==> src/rtl/link_tx_sched_pkg.sv <==
// link_tx_sched_pkg: shared link-layer TX scheduler state encoding and default timing constants
package link_tx_sched_pkg;

    typedef enum logic [1:0] {
        ST_IDLE,
        ST_GNT_TO,
        ST_GNT_LT,
        ST_GAP
    } tx_state_e;

    localparam int DEF_IPG_CYCLES     = 2;
    localparam int DEF_TIMEOUT_CYCLES = 1024;
    localparam int DEF_STARVE_MAX     = 4;

    function automatic logic is_gnt(tx_state_e s);
        return (s == ST_GNT_TO) || (s == ST_GNT_LT);
    endfunction

endpackage

==> src/rtl/link_tx_watchdog.sv <==
// link_tx_watchdog: beat-cleared stall counter that strobes expiry after TIMEOUT_CYCLES idle cycles
module link_tx_watchdog
    import link_tx_sched_pkg::*;
#(
    parameter int TIMEOUT_CYCLES = DEF_TIMEOUT_CYCLES
) (
    input  logic clk,
    input  logic rst_n,
    input  logic active_i,
    input  logic beat_i,
    output logic expire_o
);

    localparam int CW = $clog2(TIMEOUT_CYCLES + 1);

    logic [CW-1:0] cnt_q, cnt_d;

    // Held at zero while inactive, so each new grant starts counting from zero
    always_comb begin
        cnt_d    = (!active_i || beat_i) ? '0 : cnt_q + 1'b1;
        expire_o = active_i && !beat_i && (cnt_q == CW'(TIMEOUT_CYCLES - 1));
    end

    // Stall counter register
    always_ff @(posedge clk or negedge rst_n) begin
        if (!rst_n) cnt_q <= '0;
        else        cnt_q <= cnt_d;
    end

endmodule

==> src/rtl/link_tx_sched.sv <==
// link_tx_sched: arbitrates token/handshake vs data packets onto the TX mux with IPG and stall abort
module link_tx_sched
    import link_tx_sched_pkg::*;
#(
    parameter int IPG_CYCLES     = DEF_IPG_CYCLES,
    parameter int TIMEOUT_CYCLES = DEF_TIMEOUT_CYCLES,
    parameter int STARVE_MAX     = DEF_STARVE_MAX
) (
    input  logic clk,
    input  logic rst_n,
    input  logic to_req_i,
    input  logic lt_req_i,
    output logic to_gnt_o,
    output logic lt_gnt_o,
    output logic tx_data_on_o,
    input  logic tx_lp_beat_i,
    input  logic tx_lp_eop_en_i,
    output logic busy_o,
    output logic tx_timeout_o
);

    localparam int SW = $clog2(STARVE_MAX + 1);
    localparam int GW = $clog2(IPG_CYCLES + 2);

    tx_state_e     state_q, state_d;
    logic [SW-1:0] starve_q, starve_d;
    logic [GW-1:0] gap_q, gap_d;
    logic          to_gnt_q, lt_gnt_q, tx_data_on_q, busy_q, tx_timeout_q;
    logic          timeout_d, in_gnt, expire;

    assign in_gnt = is_gnt(state_q);

    link_tx_watchdog #(
        .TIMEOUT_CYCLES(TIMEOUT_CYCLES)
    ) u_wdog (
        .clk     (clk),
        .rst_n   (rst_n),
        .active_i(in_gnt),
        .beat_i  (tx_lp_beat_i),
        .expire_o(expire)
    );

    // Arbitration, packet hold and gap sequencing; EOP takes precedence over watchdog expiry
    always_comb begin
        state_d   = state_q;
        starve_d  = starve_q;
        gap_d     = gap_q;
        timeout_d = 1'b0;
        case (state_q)
            ST_IDLE: begin
                if (lt_req_i && (!to_req_i || starve_q == SW'(STARVE_MAX))) begin
                    state_d  = ST_GNT_LT;
                    starve_d = '0;
                end else if (to_req_i) begin
                    state_d  = ST_GNT_TO;
                    starve_d = lt_req_i ? starve_q + 1'b1 : '0;
                end else begin
                    starve_d = '0;
                end
            end
            ST_GNT_TO, ST_GNT_LT: begin
                if (tx_lp_eop_en_i || expire) begin
                    state_d   = (IPG_CYCLES == 0) ? ST_IDLE : ST_GAP;
                    gap_d     = '0;
                    timeout_d = !tx_lp_eop_en_i;
                end
            end
            ST_GAP: begin
                gap_d   = gap_q + 1'b1;
                state_d = (gap_q == GW'(IPG_CYCLES - 1)) ? ST_IDLE : ST_GAP;
            end
            default: state_d = ST_IDLE;
        endcase
    end

    // State, counters and registered outputs decoded from the next state
    always_ff @(posedge clk or negedge rst_n) begin
        if (!rst_n) begin
            state_q      <= ST_IDLE;
            starve_q     <= '0;
            gap_q        <= '0;
            to_gnt_q     <= 1'b0;
            lt_gnt_q     <= 1'b0;
            tx_data_on_q <= 1'b0;
            busy_q       <= 1'b0;
            tx_timeout_q <= 1'b0;
        end else begin
            state_q      <= state_d;
            starve_q     <= starve_d;
            gap_q        <= gap_d;
            to_gnt_q     <= state_d == ST_GNT_TO;
            lt_gnt_q     <= state_d == ST_GNT_LT;
            tx_data_on_q <= state_d == ST_GNT_LT;
            busy_q       <= state_d != ST_IDLE;
            tx_timeout_q <= timeout_d;
        end
    end

    assign to_gnt_o     = to_gnt_q;
    assign lt_gnt_o     = lt_gnt_q;
    assign tx_data_on_o = tx_data_on_q;
    assign busy_o       = busy_q;
    assign tx_timeout_o = tx_timeout_q;

endmodule

==> config.mk <==
export PLATFORM = sky130hd
export DESIGN_NAME = link_tx_sched
export DESIGN_NICKNAME = d
export VERILOG_FILES = /design/src/rtl/link_tx_sched_pkg.sv /design/src/rtl/link_tx_watchdog.sv /design/src/rtl/link_tx_sched.sv
export SDC_FILE = /design/constraint.sdc
export NUM_CORES = 1
export LEC_CHECK = 0
export CORE_ASPECT_RATIO = 1.5
export CORE_MARGIN = 4
export CORE_UTILIZATION = 35
export DETAILED_ROUTE_END_ITERATION = 8
export PLACE_DENSITY_LB_ADDON = 0.08
export SLEW_MARGIN = 20
export SYNTH_ARGS = -nofsm -noshare
export SYNTH_HDL_FRONTEND = slang
export SYNTH_SLANG_ARGS = --single-unit
==> constraint.sdc <==
create_clock -name clk -period 2.2 [get_ports clk]
set_input_delay 0.44 -clock clk [delete_from_list [all_inputs] [get_ports clk]]
set_output_delay 0.44 -clock clk [all_outputs]
set_load 0.01 [all_outputs]
==> metrics.md, run 1 <==
| Metric | Value |
|---|---|
| Status | complete, no violations |
| Inserted Diodes | 0 |
| Setup TNS | 0 ps |
| Rows | 25 |
| Fraction of layout cells with a size suffix above 1 | between 10% and 20% |
| Worst setup EP type | flop |
| Maximum clock frequency | 501.7 MHz |
| Actual slew at the worst max-slew pin | between 300 and 400 ps |
| Worst-path fanout max | 9 |
| Most common flop cell mapped by yosys | dfrtp_1 |
| Clock skew | 5.568 ps |
| Crit Path Category | flop to flop |
| Worst path cell trace | inv_1 > ha_1 > nand2b_4 > nor2_2 > a41o_4 > o31ai_2 > nor2b_1 |
| CTS root buffer | clkbuf_8 |
| Routed vias/inst | between 4 and 5 |
| Post-synth top area share | a little under half |
| Worst path required time | ~2400 ps |
| Core Util, Final | between 40% and 50% |
| Critical path data arrival time | 2180 ps |
| Starting Density | between 30 and 40% |
| First-pass GRT wire length | about 3800 um |
| DRC violations left | 0 |
| Worst-Skew Late Latency | roughly 260 ps |
| Largest net degree at the start of global routing | 23 |
| Total GRT Usage | 10.91% |
| H-Tree Depth | 1 |
| CP peak stage delay | roughly 460 ps |
| Post-synth top area cell | dfrtp_1 |
| Vias in the first global route | a little under 900 |
| Clock slew at reported path FFs | approximately 70 ps |
| Post-synthesis cell area | 1196 um^2 |
| Slew HR | between 70% and 80% |
| CTS tree | done |
| Yosys warning count | 0 |
| Max Slew Vio Count | 0 |
| Fin. Hold Viols | 0 |
| Total Nets Final | between 100 and 150 |
| CP max stage cell | dfrtp_1 |
| Clock Sinks | 22 |
| # Post-CTS Setup Buffers | 0 |
| Routed Antenna Nets | 0 |
| Overall Power | between 1.5 and 2 mW |
| Router iterations before antenna repair | 4 |
| Io pins | 11 |
| Cts bufs inserted | 3 |
| FF+latch area | between 500 and 600 um^2 |
| Mapped Cells | about 120 |
| DRT Wirelength | between 2000 and 2500 um |
| CP Launch Type | flop |
| GR Overflow Total | 0 |
| Die height | approximately 80 um |
| Netlist cell types | 35 |
| Tightest Hold Check Type | flop to flop |
| RSZ-0062 raised after global routing | false |
| Initial drt markers | 7 |
| Ys async rst share | 100.0% |
| GPL Wtd Cong | around 0.8 |
| Post-route cell area | approximately 1400 um^2 |
| Net Count, Synth | 131 |
| Hold_buf cts | 0 |
| Main area contributors after synthesis | dfrtp_1, ha_1, nor2_1 |
| Multi-input gate area | 585.6 um^2 |
| PortBufs | 10 |
| #FFs+latches synth | 22 |
| Final Cycle Share | 90.61% |
| Post-synth EDFFs | 0 |
| Maximum VDD drop | 838.5 uV |
| Mean Syn Cell Area | between 10 and 15 um^2 |
| Antenna violations before repair | 0 |
| HPWL Detailed | ~1700 um |
| Routed length per instance | between 10 and 15 um |
| Fill cell count | about 320 |
| Die area | 4436 um^2 |
| Final setup vio count | 0 |
| Register area share after synthesis | between 40% and 50% |
| Post-cts sizing count | 0 |
| Max-Cap Viols | 0 |
| Synth-to-Final Area Change | 17.15% |
| Min Tclk post-route | between 1500 and 2000 ps |
| Power Dens Cells | roughly 1200 nW/um^2 |
| Core ar. | roughly 3200 um^2 |
| DP Area | about 1300 um^2 |
| Leak | 0.6270 nW |
| Via count | roughly 840 |
| Max clock buf depth | 2 |
| Horiz. Die Dim | 55.73 um |
worst max-delay path: cells and delay by family (launching register included):
family / cells / cell delay [ps]
adder cells (fa/ha/maj): 1 / 440
buffers and inverters: 1 / 120
AND/OR/NAND/NOR: 3 / 340
flip-flops: 1 / 460
AO/OA/AOI/OAI: 2 / 570
per-stage QoR:
step           cells  hold WS [ps]  worst slack [ps]
4_1_cts          172         489.3             184.6
5_1_grt          172         518.4             98.45
2_1_floorplan    118         144.4             413.0
3_5_place_dp     168         478.1             204.7
6_report         172         485.9             206.6
3_3_place_gp     168         474.1             301.1
placed cells by master (no fill, tap or decap), drive strengths merged:
cell	Yosys	layout
buf	2	3
nand3b	1	1
clkbuf	1	4
nand2	9	9
nor2	16	16
nand2b	2	2
a41o	1	1
and3	3	3
mux2i	1	1
nor2b	3	3
a21oi	2	2
nand4	1	1
a2bb2oi	1	1
inv	10	10
ha	7	7
o31ai	2	2
clkdlybuf4s50	0	10
a21bo	1	1
o22ai	2	2
a21boi	1	1
xnor2	6	6
xor2	4	4
o21ai	6	6
dfrtp	22	22
nor3	1	1
a21o	2	2
nand3	9	9
o211a	1	1
a31o	1	1
synth_stat cells (3+ instances only):
cell type,number
dfrtp_1,22
nor2_1,14
inv_1,10
nand2_1,9
nand3_1,8
ha_1,7
o21ai_0,6
xnor2_1,6
xor2_1,4
nor2b_1,3
where the power goes:
part / internal [mW] / switching (mW) / total (mW)
combinational: 0.373 / 0.432 / 0.805
clock: 0.159 / 0.126 / 0.285
sequential: 0.499 / 0.0674 / 0.566
path summary, 6_finish.rpt:
path / start / end / slack (ps) / cells past startpoint
worst min register to register: u_wdog.cnt_q[0] / u_wdog.cnt_q[0] / 490 / 1
max in group asynchronous: rst_n / u_wdog.cnt_q[0] / 1450 / 2
worst min-delay path: u_wdog.cnt_q[0] / u_wdog.cnt_q[0] / 490 / 1
worst max register to register: state_q[0] / to_gnt_o / 210 / 7
worst max-delay path: state_q[0] / to_gnt_o / 210 / 7
min in group asynchronous: rst_n / u_wdog.cnt_q[6] / 520 / 2
area by class of cell:
cell class                 instances  area share, %
sequential                        22          39.29
multi-input combinational         83          41.79
tap                               40          3.571
inverter                          10          2.679
timing repair buffer              13          8.750
clock buffer                       4          3.929
per-layer routing:
layer	global-route usage, %	share of wire, %
met1	11.90	40
met2	19.43	53
met3	1.942	3.9
met4	6.569	2.6
met5	0	0
flip-flops by register name, summed over array words and instances, names as in the netlist:
signal / count
tx_timeout_o: 1
tx_data_on_o: 1
state_q: 2
starve_q: 3
gap_q: 2
to_gnt_o: 1
busy_o: 1
u_wdog.cnt_q: 11
kinds of logic after synthesis:
| group | share of synthesized area, % |
|---|---|
| AO/OA/AOI/OAI | 14.02 |
| flip-flops | 46.03 |
| XOR/XNOR | 7.322 |
| AND/OR/NAND/NOR | 19.46 |
| multiplexers | 0.8369 |
| adder cells (fa/ha/maj) | 7.322 |
| buffers and inverters | 5.021 |
Power figures use the tool's default switching activity.
==> run 2: changes to the inputs <==
--- a/config.mk
+++ b/config.mk
@@ -6,9 +6,10 @@
 export NUM_CORES = 1
 export LEC_CHECK = 0
 export CORE_ASPECT_RATIO = 1.5
-export CORE_MARGIN = 4
+export CORE_MARGIN = 2
 export CORE_UTILIZATION = 35
 export DETAILED_ROUTE_END_ITERATION = 8
+export HOLD_SLACK_MARGIN = 0.1
 export PLACE_DENSITY_LB_ADDON = 0.08
 export SLEW_MARGIN = 20
 export SYNTH_ARGS = -nofsm -noshare
==> metrics.md, run 2 (synthesis gave the netlist of run 1 again) <==
| Metric | Value |
|---|---|
| Status | complete, no violations |
| Power Dens Cells | approximately 1200 nW/um^2 |
| Commonest non-fill, non-tap cell in the layout | dfrtp_1 |
| Die height | about 76 um |
| Worst-path fanout max | 12 |
| Critical path data arrival time | 2120 ps |
| Total Nets Final | between 100 and 150 |
| Met3 Use GR | 1.176% |
| CTS root buffer | clkbuf_8 |
| Routed length per instance | 12.10 um |
| Clock slew at reported path FFs | roughly 70 ps |
| Core ar. | ~3400 um^2 |
| Maximum VDD drop | 550.4 uV |
| Max Slew Vio Count | 0 |
| Routed Antenna Nets | 0 |
| Met2 global-route usage | between 20% and 30% |
| CP max stage cell | dfrtp_1 |
| Maximum clock frequency | approximately 520 MHz |
| Die area | 3911 um^2 |
| CTS tree | done |
| Cts bufs inserted | 3 |
| Total GRT Usage | 13.60% |
| Vias in the first global route | a little under 1000 |
| DRC violations left | 0 |
| Via count | 846 |
| Layout Cells excl Fill | roughly 170 |
| Rows | 26 |
| Final setup vio count | 0 |
| Largest net degree at the start of global routing | 23 |
| Initial drt markers | 3 |
| Tightest Hold Check Type | flop to flop |
| Max clock buf depth | 2 |
| Leak | 0.6201 nW |
| Worst-Skew Late Latency | around 250 ps |
| Fill cell count | roughly 340 |
| Routing usage on met1 | roughly 14% |
| Synth-to-Final Area Change | 16.21% |
| Clock skew | 5.799 ps |
| Worst path required time | 2380 ps |
| Io pins | 11 |
| Setup TNS | 0 ps |
| GPL Wtd Cong | about 0.7 |
| Horiz. Die Dim | 51.73 um |
| Min Tclk post-route | about 1900 ps |
| Top flop regs | u_wdog.cnt_q x11, starve_q x3 |
| Gr busiest metal | met2 |
| Router iterations before antenna repair | 4 |
| Top reg by flops | u_wdog.cnt_q |
| Final Cycle Share | 88.04% |
| Worst hold slack | between 400 and 500 ps |
| First-pass GRT wire length | roughly 4000 um |
| Antenna violations before repair | 0 |
| Worst setup EP type | flop |
| Max FFs per register | 11 |
| Post-cts sizing count | 0 |
| Commonest cells after routing, fill and taps aside | dfrtp_1, nor2_1, inv_1, clkdlybuf4s50_1, nand2_1 |
| Max-Cap Viols | 0 |
| # placed instances | 170 |
| Crit Path Category | flop to flop |
| GR Overflow Total | 0 |
| CP Launch Type | flop |
| CP peak stage delay | about 460 ps |
| H-Tree Depth | 1 |
| Fraction of layout cells with a size suffix above 1 | between 10% and 20% |
| Clock Sinks | 22 |
| PortBufs | 10 |
| Starting Density | 35.70% |
| Fin. Hold Viols | 0 |
| Inserted Diodes | 0 |
| Actual slew at the worst max-slew pin | around 280 ps |
| Slew HR | around 81% |
| Hold_buf cts | 0 |
| RSZ-0062 raised after global routing | false |
| DRT Wirelength | approximately 2100 um |
| Worst path cell trace | inv_1 > ha_1 > nand2b_4 > nor2_2 > a41o_4 > o31ai_2 > nor2b_1 |
| Worst R2R Setup Slack | roughly 260 ps |
| HPWL Detailed | approximately 1700 um |
| # Post-CTS Setup Buffers | 0 |
| Routed vias/inst | 4.890 |
run 2: power breakdown:
group	internal [mW]	switching, mW	leakage (nW)
sequential	0.499	0.0687	0.292
clock	0.122	0.112	0.0216
combinational	0.382	0.430	0.306
run 2: worst max-delay path: cells and delay by family (launching register included):
| family | cells | cell delay [ps] |
|---|---|---|
| fa+ha+maj | 1 | 360 |
| buf+inv | 1 | 90 |
| simple gates | 3 | 390 |
| compound gates | 2 | 570 |
| flops | 1 | 460 |
run 2: layout make-up:
cell class	instances	area [um^2]	share of cell area, %
Multi-Input combinational cell	83	585.6	42.12
Sequential cell	22	550.5	39.60
Timing Repair Buffer	13	122.6	8.821
Tap cell	42	52.55	3.780
Clock buffer	3	41.29	2.970
Inverter	10	37.54	2.700
run 2: per-layer routing:
layer  vias up  routed length [um]
met4         0                  33
met5         -                   0
met3         2                  40
met1       416                 817
met2        10                1202
li1        418                   -
run 2: path summary, 6_finish.rpt:
check                      depth (start not counted)             from         endpoint
setup / recovery                                   7       state_q[1]         to_gnt_o
min in group asynchronous                          2            rst_n      starve_q[0]
setup reg to reg                                   7       state_q[1]         to_gnt_o
max in group asynchronous                          2            rst_n         to_gnt_o
hold reg to reg                                    1  u_wdog.cnt_q[0]  u_wdog.cnt_q[0]
hold / removal                                     1  u_wdog.cnt_q[0]  u_wdog.cnt_q[0]
run 2: per-stage QoR:
step | area (um^2) | power (mW) | worst slack (ps) | util [%]
after floorplan | 1196 | 1.195 | 413.0 | -
after global placement | 1349 | 1.390 | 268.8 | 40.25
after detailed placement | 1349 | 1.401 | 242.7 | 40.25
after CTS | 1390 | 1.645 | 219.7 | 41.49
after global routing | 1390 | 1.778 | 108.5 | 41.49
final | 1390 | 1.613 | 263.1 | 41.49
